## src/rtl/signed_seq_divider.sv

```systemverilog
// rtl/signed_seq_divider.sv - multi-cycle restoring signed integer divider
//
// Computes the signed quotient and remainder of A / B after a fixed latency.
// The quotient truncates toward zero and the remainder takes the sign of A.
// The operation is launched with a start/done handshake.
//
// Ports:
//   clk         in   system clock, rising-edge active
//   rst_n       in   asynchronous active-low reset
//   start       in   launch request, sampled only while idle
//   A           in   N-bit signed dividend
//   B           in   N-bit signed divisor
//   busy        out  operation in progress (CALC or FIX)
//   done        out  one-cycle pulse when Q/R/flags are updated
//   Q           out  N-bit signed quotient
//   R           out  N-bit signed remainder
//   div_by_zero out  B was zero (Q = -1, R = A)
//   overflow    out  A was the most negative value and B was -1 (Q wraps)

module signed_seq_divider #(
    parameter int N = 8
) (
    input  logic         clk,
    input  logic         rst_n,
    input  logic         start,
    input  logic [N-1:0] A,
    input  logic [N-1:0] B,
    output logic         busy,
    output logic         done,
    output logic [N-1:0] Q,
    output logic [N-1:0] R,
    output logic         div_by_zero,
    output logic         overflow
);

    localparam int CW = $clog2(N + 1);
    localparam logic [N-1:0] MIN_VAL = {1'b1, {(N-1){1'b0}}};

    typedef enum logic [1:0] {
        IDLE = 2'd0,
        CALC = 2'd1,
        FIX  = 2'd2
    } state_t;

    state_t state, state_next;

    // dq starts as |A| and is shifted left each step; the freed LSBs collect
    // quotient bits, so after N steps it holds |Q|.
    logic [N-1:0]  dq;
    logic [N-1:0]  div_mag;
    // The kept remainder is always below |B| <= 2^(N-1) (or at most |A| when
    // B is zero), so N bits suffice; the N+1-bit working value lives in
    // shifted/trial.
    logic [N-1:0]  rem;
    logic [CW-1:0] count;
    logic          sign_q;
    logic          sign_r;
    logic          dz_q;
    logic          ovf_q;

    logic [N-1:0]  a_mag;
    logic [N-1:0]  b_mag;
    logic [N:0]    shifted;
    logic [N:0]    trial;

    always_comb begin
        a_mag   = A[N-1] ? (~A + N'(1)) : A;
        b_mag   = B[N-1] ? (~B + N'(1)) : B;
        shifted = {rem, dq[N-1]};
        trial   = shifted - {1'b0, div_mag};
    end

    always_ff @(posedge clk or negedge rst_n) begin
        if (!rst_n) begin
            state <= IDLE;
        end else begin
            state <= state_next;
        end
    end

    always_comb begin
        state_next = state;
        busy       = 1'b0;
        case (state)
            IDLE: begin
                if (start) begin
                    state_next = CALC;
                end
            end
            CALC: begin
                busy = 1'b1;
                if (count == CW'(1)) begin
                    state_next = FIX;
                end
            end
            FIX: begin
                busy       = 1'b1;
                state_next = IDLE;
            end
            default: begin
                state_next = IDLE;
            end
        endcase
    end

    always_ff @(posedge clk or negedge rst_n) begin
        if (!rst_n) begin
            dq          <= '0;
            div_mag     <= '0;
            rem         <= '0;
            count       <= '0;
            sign_q      <= 1'b0;
            sign_r      <= 1'b0;
            dz_q        <= 1'b0;
            ovf_q       <= 1'b0;
            done        <= 1'b0;
            Q           <= '0;
            R           <= '0;
            div_by_zero <= 1'b0;
            overflow    <= 1'b0;
        end else begin
            done <= 1'b0;
            case (state)
                IDLE: begin
                    if (start) begin
                        dq      <= a_mag;
                        div_mag <= b_mag;
                        rem     <= '0;
                        count   <= CW'(N);
                        sign_q  <= A[N-1] ^ B[N-1];
                        sign_r  <= A[N-1];
                        dz_q    <= (B == '0);
                        ovf_q   <= (A == MIN_VAL) && (B == '1);
                    end
                end
                CALC: begin
                    // Restoring step: keep the trial difference only when it
                    // did not borrow.
                    dq    <= {dq[N-2:0], ~trial[N]};
                    rem   <= trial[N] ? shifted[N-1:0] : trial[N-1:0];
                    count <= count - CW'(1);
                end
                FIX: begin
                    // With B == 0 every trial succeeds, so rem ends at |A| and
                    // the sign fix-up below reproduces R = A; only Q needs
                    // forcing. The overflow case falls out of truncation.
                    if (dz_q) begin
                        Q <= '1;
                    end else begin
                        Q <= sign_q ? (~dq + N'(1)) : dq;
                    end
                    R           <= sign_r ? (~rem + N'(1)) : rem;
                    div_by_zero <= dz_q;
                    overflow    <= ovf_q;
                    done        <= 1'b1;
                end
                default: begin
                    done <= 1'b0;
                end
            endcase
        end
    end

endmodule
```

## config.mk

```make
export PLATFORM = sky130hd
export DESIGN_NAME = signed_seq_divider
export DESIGN_NICKNAME = d
export VERILOG_FILES = /design/src/rtl/signed_seq_divider.sv
export SDC_FILE = /design/constraint.sdc
export NUM_CORES = 1
export LEC_CHECK = 0
export CORE_AREA = 2 2 109 58
export CTS_CLUSTER_SIZE = 10
export DETAILED_ROUTE_END_ITERATION = 8
export DIE_AREA = 0 0 111 60
export PLACE_DENSITY = 0.83
export SYNTH_ARGS = -nofsm -noshare
export SYNTH_HDL_FRONTEND = slang
export SYNTH_SLANG_ARGS = --single-unit
export TNS_END_PERCENT = 20
```

## constraint.sdc

```tcl
create_clock -name clk -period 4.48 [get_ports clk]
set_input_delay 0.896 -clock clk [delete_from_list [all_inputs] [get_ports clk]]
set_output_delay 0.896 -clock clk [all_outputs]
set_load 0.02 [all_outputs]
```

==> results of run 1 <==
area by class of cell:
| class | count | share of cell area |
|---|---|---|
| clock buffers | 6 | 0.0330 |
| clock inverters | 2 | 0.00993 |
| inverters | 24 | 0.0231 |
| multi-input cells | 277 | 0.468 |
| flip-flops and latches | 53 | 0.340 |
| well taps | 77 | 0.0247 |
| repair buffers | 41 | 0.102 |
critical path: stages (launching register included):
cell and delay (ps):
dfrtp_1 430, inv_1 70, ha_1 220, fa_1 390
nand2b_1 200, a21oi_2 180, o211ai_1 320, and2_1 330
a221o_1 300
kinds of logic after synthesis:
family / after synthesis
adder cells (fa/ha/maj): 19
XOR/XNOR: 26
AND/OR/NAND/NOR: 129
multiplexers: 12
buffers and inverters: 44
flip-flops: 53
AO/OA/AOI/OAI: 91
registers in the layout (all words and copies together) (netlist names), 2 cells and up:
register	flops
R	8
dq	8
rem	8
count	4
div_mag	8
state	2
Q	8
how the worst max path moves through the flow:
stage	slack, ps	to	start	cells after the start
5_1_grt	1770	rem[4]	rem[4]	6
4_1_cts	1940	rem[2]	dq[7]	8
3_5_place_dp	1710	rem[2]	start	5
2_1_floorplan	2310	div_mag[6]	B[0]	7
3_3_place_gp	1780	div_mag[6]	B[0]	8
6_report	1930	rem[2]	dq[7]	8
power breakdown:
part,switching (uW),internal [uW],leakage (uW)
sequential,172,666,0.000660
clock,173,265,0.0000810
combinational,791,611,0.000947
per-layer routing:
layer  GRT usage  wire length, um  vias up  share of wire
met2       0.316             2830       91           0.40
met3      0.0690              596        4          0.085
li1            -                -     1355              -
met5           0                0        -              0
met1       0.339             3600     1193           0.51
met4      0.0321               25        0         0.0035
placed cells by master, fill, tap and decap left out, drive strengths merged, types with 5 or more instances in the layout:
master         netlist  final
a21oi               29     29
clkbuf              13      6
clkdlybuf4s50        0     37
dfrtp               53     53
ha                  18     18
inv                 24     24
mux2                 5      5
mux2i                7      7
nand2               47     47
nand2b               8      8
nand3                5      5
nand4                5      5
nor2                37     37
nor2b                6      6
o211ai               9      9
o21ai               24     24
o31ai                5      5
or3                  5      5
xnor2               13     13
xor2                13     13
per-stage QoR:
step / instance area [um2] / setup WS, ps / power (uW) / instances
global route: 3910 / 1770 / 2890 / 480
floorplan: 3340 / 2310 / 1860 / 374
global placement: 3740 / 1780 / 2190 / 472
finish: 3910 / 1930 / 2680 / 480
detailed placement: 3740 / 1710 / 2240 / 472
CTS: 3910 / 1940 / 2690 / 480
==> metrics.csv, run 1 <==
metric,value,unit
Crit Path Class,reg -> reg,
leak pwr,0.00169,uW
Die Y,60,um
drt first pass iters,5,
clk_lat worst skew,290,ps
Filler Cell Count,461,
Worst Setup Start Kind,flip-flop,
initial antenna violation count,0,
reg2reg path depth,8,
ant diodes,0,
num ports,39,
Reg2Reg Setup Slack,1930,ps
distinct cell type count after synthesis,54,
TritonCTS Buffers,5,
status,"finished, final reports clean",
asr flop ratio synth,1.00,
All-Layer GR Usage,0.222,
kind of end point of the critical path,flip-flop,
WHS,484,ps
"flops & latches, synth",53,
Netlist Area Pre-Place,3340,um2
register area share after synthesis,0.397,
drc violations,0,
RSZ-0062 raised after global routing,no,
synth warn,0,
Final Util,0.676,
Vias per Instance,5.51,
Post-Synth XOR/XNOR Area,0.0681,
Synth Area in Adders,0.0734,
Synth top area share,0.397,
hold violation count in the final report,0,
Tcrit/Tclk final,0.570,
FMAX,0.392,GHz
Main synth FF type,dfrtp_1,
worst relative slew slack,0.242,
post-DP HPWL,5310,um
first-pass GRT wire length,11400,um
Area Growth Syn to Fin,16.8,%
worst hold path depth,2,
Post-Syn Nets,412,
Worst Tran Pin Value,1130,ps
MaxCap Viol Count,0,
crit-path max FO,11,
PwrDens,686,nW/um2
Worst Hold Launch,ovf_q,
reg2reg start,dq[7],
hold buffers post-CTS,0,
top cell type by total area after synthesis,dfrtp_1,
post-synthesis compound-gate area fraction,0.188,
H-tree depth,2,
crit path time final,2550,ps
Resized cells post-CTS,0,
Die W,111,um
vias,2643,
post-CTS setup buffer count,0,
Clock Tree Buf Depth,2,
ranking of synthesized cells by area,"dfrtp_1 40%, ha_1 6.7%, nand2_1 5.3%, nor2_1 4.2%, a21oi_1 3.9%",
hold endpoint,ovf_q,
"CTS clk-pin slew, worst paths",70,ps
Fin Clk Skew,2.74,ps
GPL Wtd Cong,0.909,
DR WL/cell,14.7,um
Root Driver,clkbuf_16,
Final setup viols,0,
WP data arrival,2730,ps
Cells after Synth,374,
Routed WL,7050,um
initial drt markers,141,
number of flops mapped to enable cells by yosys,0,
setup TNS,0,ps
full die area,6660,um2
Mean Syn Cell Area,8.94,um2
post-route ant nets,0,
IO Port Bufs,38,
Commonest cells post-synth,"53 x dfrtp_1, 47 x nand2_1, 37 x nor2_1",
CTS tree,yes,
capturing point of the worst reg2reg path,rem[2],
Simple-Gate Fraction of Synth Area,0.180,
Reg area,1330,um2
largest net degree at the start of global routing,54,
post-synthesis mux area share,0.0378,
multi-input logic area,1830,um2
Initial Util,0.578,
Min-Delay Path Class,reg -> reg,
CORE AREA,5780,um2
clk sink count,53,
total grt overflow,0,
fin. max-slew vios,0,
vias in the first global route,2288,
VDD IR max,0.329,mV
share of layout cells above drive strength 1,0.0720,
Layout Nets,440,
Rows,20,
CP Data Required Time,4660,ps
largest family of logic cells by synthesized area,compound AO/OA/AOI/OAI gates,
most common cell in the netlist,dfrtp_1,
No activity file was read; power rests on OpenSTA's default activity.
==> inputs of run 2 (changes only) <==
--- a/config.mk
+++ b/config.mk
@@ -5,11 +5,11 @@
 export SDC_FILE = /design/constraint.sdc
 export NUM_CORES = 1
 export LEC_CHECK = 0
-export CORE_AREA = 2 2 109 58
+export CORE_AREA = 2 2 118 63
 export CTS_CLUSTER_SIZE = 10
 export DETAILED_ROUTE_END_ITERATION = 8
-export DIE_AREA = 0 0 111 60
-export PLACE_DENSITY = 0.83
+export DIE_AREA = 0 0 120 65
+export PLACE_DENSITY = 0.75
 export SYNTH_ARGS = -nofsm -noshare
 export SYNTH_HDL_FRONTEND = slang
 export SYNTH_SLANG_ARGS = --single-unit
==> constraint.sdc (replaced) <==
create_clock -name clk -period 2.3 [get_ports clk]
set_input_delay 0.46 -clock clk [delete_from_list [all_inputs] [get_ports clk]]
set_output_delay 0.46 -clock clk [all_outputs]
set_load 0.02 [all_outputs]
==> run 2 against run 1 <==
Against the previous run:
- first-iteration DRC count rose by 11%
- count of clock-buffer cells in the layout did not move
- sequential share of layout area fell by 1.1 points
- setup slack got worse by 1800 ps
- maximum frequency rose by 18%
- die area rose by 17%
- combinational power rose by 110%
- register-to-register slack got worse by 1800 ps
- utilization fell by 9.2 points
- global-route usage fell by 0.84 points
==> metrics.csv, run 2 (synthesized netlist as in run 1, its figures left out) <==
metric,value,unit
Area Growth Syn to Fin,20.7,%
FMAX,0.462,GHz
post-route ant nets,0,
Worst Tran Pin Value,684,ps
drt first pass iters,5,
initial antenna violation count,0,
post-DP HPWL,5930,um
DR WL/cell,15.0,um
Setup crit start,dq[7],
hold buffers post-CTS,0,
kind of end point of the critical path,flip-flop,
RSZ-0062 raised after global routing,no,
GPL Wtd Cong,0.850,
Die Y,65,um
vias in the first global route,2626,
H-tree depth,2,
"CTS clk-pin slew, worst paths",70,ps
Die W,120,um
reg2reg path depth,8,
total power,5330,uW
first-pass GRT wire length,13000,um
post-CTS setup buffer count,0,
"commonest non-fill, non-tap cell in the layout",dfrtp_1,
capturing point of the worst reg2reg path,rem[2],
MaxCap Viol Count,0,
Resized cells post-CTS,0,
hold violation count in the final report,0,
placed insts,506,
Tcrit/Tclk final,0.941,
Rows,22,
largest net degree at the start of global routing,54,
Reg2Reg Setup Slack,140,ps
VDD IR max,0.488,mV
TritonCTS Buffers,5,
IO Port Bufs,38,
leak pwr,0.00176,uW
Fin Clk Skew,10.9,ps
worst relative slew slack,0.541,
Vias per Instance,5.34,
CP Data Required Time,2470,ps
WP data arrival,2340,ps
fin. max-slew vios,0,
full die area,7800,um2
Final setup viols,0,
Clock Tree Buf Depth,2,
total grt overflow,0,
vias,2743,
Initial Util,0.484,
status,"finished, final reports clean",
drc violations,0,
Routed WL,7720,um
ant diodes,0,
Layout Nets,455,
last element of the critical path,rem[2],
PwrDens,1320,nW/um2
num ports,39,
crit-path max FO,3,
All-Layer GR Usage,0.214,
Root Driver,clkbuf_16,
most frequent cells in the layout,"53 x dfrtp_1, 47 x nand2_1, 37 x nor2_1, 37 x clkdlybuf4s50_1, 26 x a21oi_1",
crit path time final,2160,ps
CORE AREA,6910,um2
Worst Setup Start Kind,flip-flop,
Min-Delay Path Class,in -> async,
CTS tree,yes,
clk sink count,53,
share of layout cells above drive strength 1,0.108,
clk_lat worst skew,290,ps
Finished Layout Cells,514,
setup TNS,0,ps
initial drt markers,157,
reg2reg start,dq[7],
Crit Path Class,reg -> reg,
-- run 2: cell count changes in the layout (fill, tap and decap cells not counted), sizes merged --
cell    change
buf        +15
bufinv      -1
inv         +1
-- run 2: metrics by stage --
step | worst slack (ps) | hold WS (ps) | utilization | instance area, um2
2_1_floorplan | 162 | 164 | - | 3340
3_3_place_gp | 59.0 | 456 | 0.561 | 3870
3_5_place_dp | 2.93 | 472 | 0.561 | 3870
4_1_cts | 107 | 310 | 0.581 | 4020
5_1_grt | 1.63 | 346 | 0.584 | 4040
6_report | 136 | 284 | 0.584 | 4040
-- run 2: worst min-delay path by stage --
stage	from	to	slack, ps	depth (start not counted)
after floorplan	rst_n	Q[0]	160	0
after global placement	ovf_q	ovf_q	460	2
after detailed placement	div_mag[4]	div_mag[4]	470	2
after CTS	rst_n	R[7]	310	2
after global routing	rst_n	R[3]	350	2
final	rst_n	R[3]	280	2
-- run 2: final cells by class --
class,instances,area [um2]
clock buffer,6,129
clock inverter,2,13.8
fill,612,2870
inverter,24,90.1
multi-input combinational,277,1850
sequential,53,1330
tap,96,120
timing repair buffer,56,510
-- run 2: per-layer routing --
metal  vias up  GRT usage  share of wire
met5         -          0              0
met4         0     0.0441         0.0040
met3         4     0.0581          0.068
met2        70      0.309           0.41
met1      1286      0.319           0.52
li1       1383          -              -
-- run 2: critical path, cell delays in order, from the launching register on --
cell,delay [ps]
dfrtp_1,350
inv_1,50
ha_1,220
fa_1,410
nand2b_4,170
a21oi_2,210
o211ai_1,150
and2_1,190
a221o_1,310
-- run 2: power breakdown --
group | internal [uW] | switching [uW]
registers | 1300 | 327
logic | 1330 | 1630
clock network | 407 | 340
==> inputs of run 3 (changes only) <==
--- a/config.mk
+++ b/config.mk
@@ -9,6 +9,7 @@
 export CTS_CLUSTER_SIZE = 10
 export DETAILED_ROUTE_END_ITERATION = 8
 export DIE_AREA = 0 0 120 65
+export GPL_TIMING_DRIVEN = 0
 export PLACE_DENSITY = 0.75
 export SYNTH_ARGS = -nofsm -noshare
 export SYNTH_HDL_FRONTEND = slang
==> run 3 against run 2 <==
Against the previous run:
- flip-flop and latch count is the same
- largest power group unchanged
- critical endpoint is now count[1]
- largest cell class unchanged
- wire length fell by 0.92%
- global-route usage is 0.092 points lower
- combinational power increased by 1%
==> metrics.csv, run 3 (synthesized netlist as in run 1, its figures left out) <==
metric,value,unit
RSZ-0062 raised after global routing,no,
vias,2768,
H-tree depth,2,
num ports,39,
drt first pass iters,4,
DR WL/cell,14.8,um
fin. max-slew vios,0,
Min-Delay Path Class,in -> async,
Rows,22,
placed insts,507,
Tcrit/Tclk final,0.939,
largest net degree at the start of global routing,41,
multi-input logic area,1850,um2
worst relative slew slack,0.528,
TritonCTS Buffers,5,
Fin Clk Skew,7.25,ps
last element of the critical path,count[1],
post-route ant nets,0,
total grt overflow,0,
WP data arrival,2360,ps
hold violation count in the final report,0,
FMAX,0.463,GHz
Routed WL,7650,um
full die area,7800,um2
vias in the first global route,2626,
CP cell instances,"inv_1, ha_1, buf_2, o21ai_1, clkbuf_1, nand2_1, o21ai_0",
Clock Tree Buf Depth,2,
Crit Path Class,reg -> reg,
Post-DP Area,3840,um2
Slowest cell on crit path,o21ai_1,
Buf/Inv on CP,3,
reg2reg path depth,7,
status,"finished, final reports clean",
CORE AREA,6910,um2
Area Growth Syn to Fin,21.0,%
Vias per Instance,5.36,
Worst Setup Start Kind,flip-flop,
Filler Cell Count,597,
clk_lat worst skew,300,ps
"CP delay by family, top",buffers and inverters,
VDD IR max,0.467,mV
"CTS clk-pin slew, worst paths",70,ps
share of layout cells above drive strength 1,0.0905,
Finished Layout Cells,516,
Die Y,65,um
crit-path max FO,10,
Reg2Reg Setup Slack,140,ps
CTS tree,yes,
initial drt markers,149,
Worst Tran Pin Value,703,ps
initial antenna violation count,0,
setup TNS,0,ps
leak pwr,0.00174,uW
capturing point of the worst reg2reg path,count[1],
post-DP HPWL,5860,um
most frequent cells in the layout,"52 x dfrtp_1, 47 x nand2_1, 37 x nor2_1, 35 x clkdlybuf4s50_1, 26 x a21oi_1",
final worst slack,141,ps
drc violations,0,
Final setup viols,0,
MaxCap Viol Count,0,
ant diodes,0,
"commonest non-fill, non-tap cell in the layout",dfrtp_1,
PwrDens,1350,nW/um2
Post-Place Setup Slack,-48.6,ps
Initial Util,0.484,
total power,5440,uW
IO Port Bufs,36,
Layout Nets,457,
hold buffers post-CTS,0,
CP Data Required Time,2500,ps
first-pass GRT wire length,12900,um
Die W,120,um
GPL Wtd Cong,0.909,
Setup crit start,state[1],
Root Driver,clkbuf_16,
number of stages on the worst setup path,7,
clk sink count,53,
All-Layer GR Usage,0.213,
CP max stage delay,590,ps
reg2reg start,state[1],
crit path time final,2160,ps
kind of end point of the critical path,flip-flop,
finished layout cell area,4040,um2
Reg area,1330,um2
[run 3: routing by layer]
metal  global-route usage  vias to the layer above  share of wire
met3               0.0493                        5          0.064
met4               0.0500                        0         0.0055
li1                     -                     1386              -
met5                    0                        -              0
met1                0.322                     1300           0.53
met2                0.306                       77           0.40
[run 3: worst min-delay path by stage]
stage	depth (start not counted)	slack, ps	to
final	1	60	R[5]
after global routing	1	70	R[7]
after CTS	1	60	R[5]
after detailed placement	1	380	R[5]
after global placement	2	460	ovf_q
after floorplan	0	160	Q[0]
[run 3: repair_timing]
item	in CTS	in global routing
setup endpoints to repair	1	2
gates resized for setup	0	6
buffers inserted	1	0
cloned	0	0
pin swaps	0	1
[run 3: final cells by class]
class,count,area share
clock inverter,3,0.0108
inverter,24,0.0223
clock buffer,5,0.0309
buffer,20,0.0254
sequential,53,0.328
timing repair buffer,38,0.0947
tap,96,0.0297
multi-input combinational,277,0.458
[run 3: power by group]
part | internal, uW | switching (uW)
Clock | 516 | 340
Sequential | 1300 | 294
Combinational | 1290 | 1700
[run 3: metrics by stage]
step	util	hold slack (ps)
after CTS	0.581	62.3
final	0.585	59.7
after global placement	0.553	461
after detailed placement	0.556	377
after floorplan	-	164
after global routing	0.585	69.0
[run 3: worst register-to-register path, delay by kind of cell (launching register included)]
kind,cells,cell delay [ps]
AO/OA/AOI/OAI,2,710
adder cells (fa/ha/maj),1,180
buffers and inverters,3,710
flip-flops,1,350
AND/OR/NAND/NOR,1,130
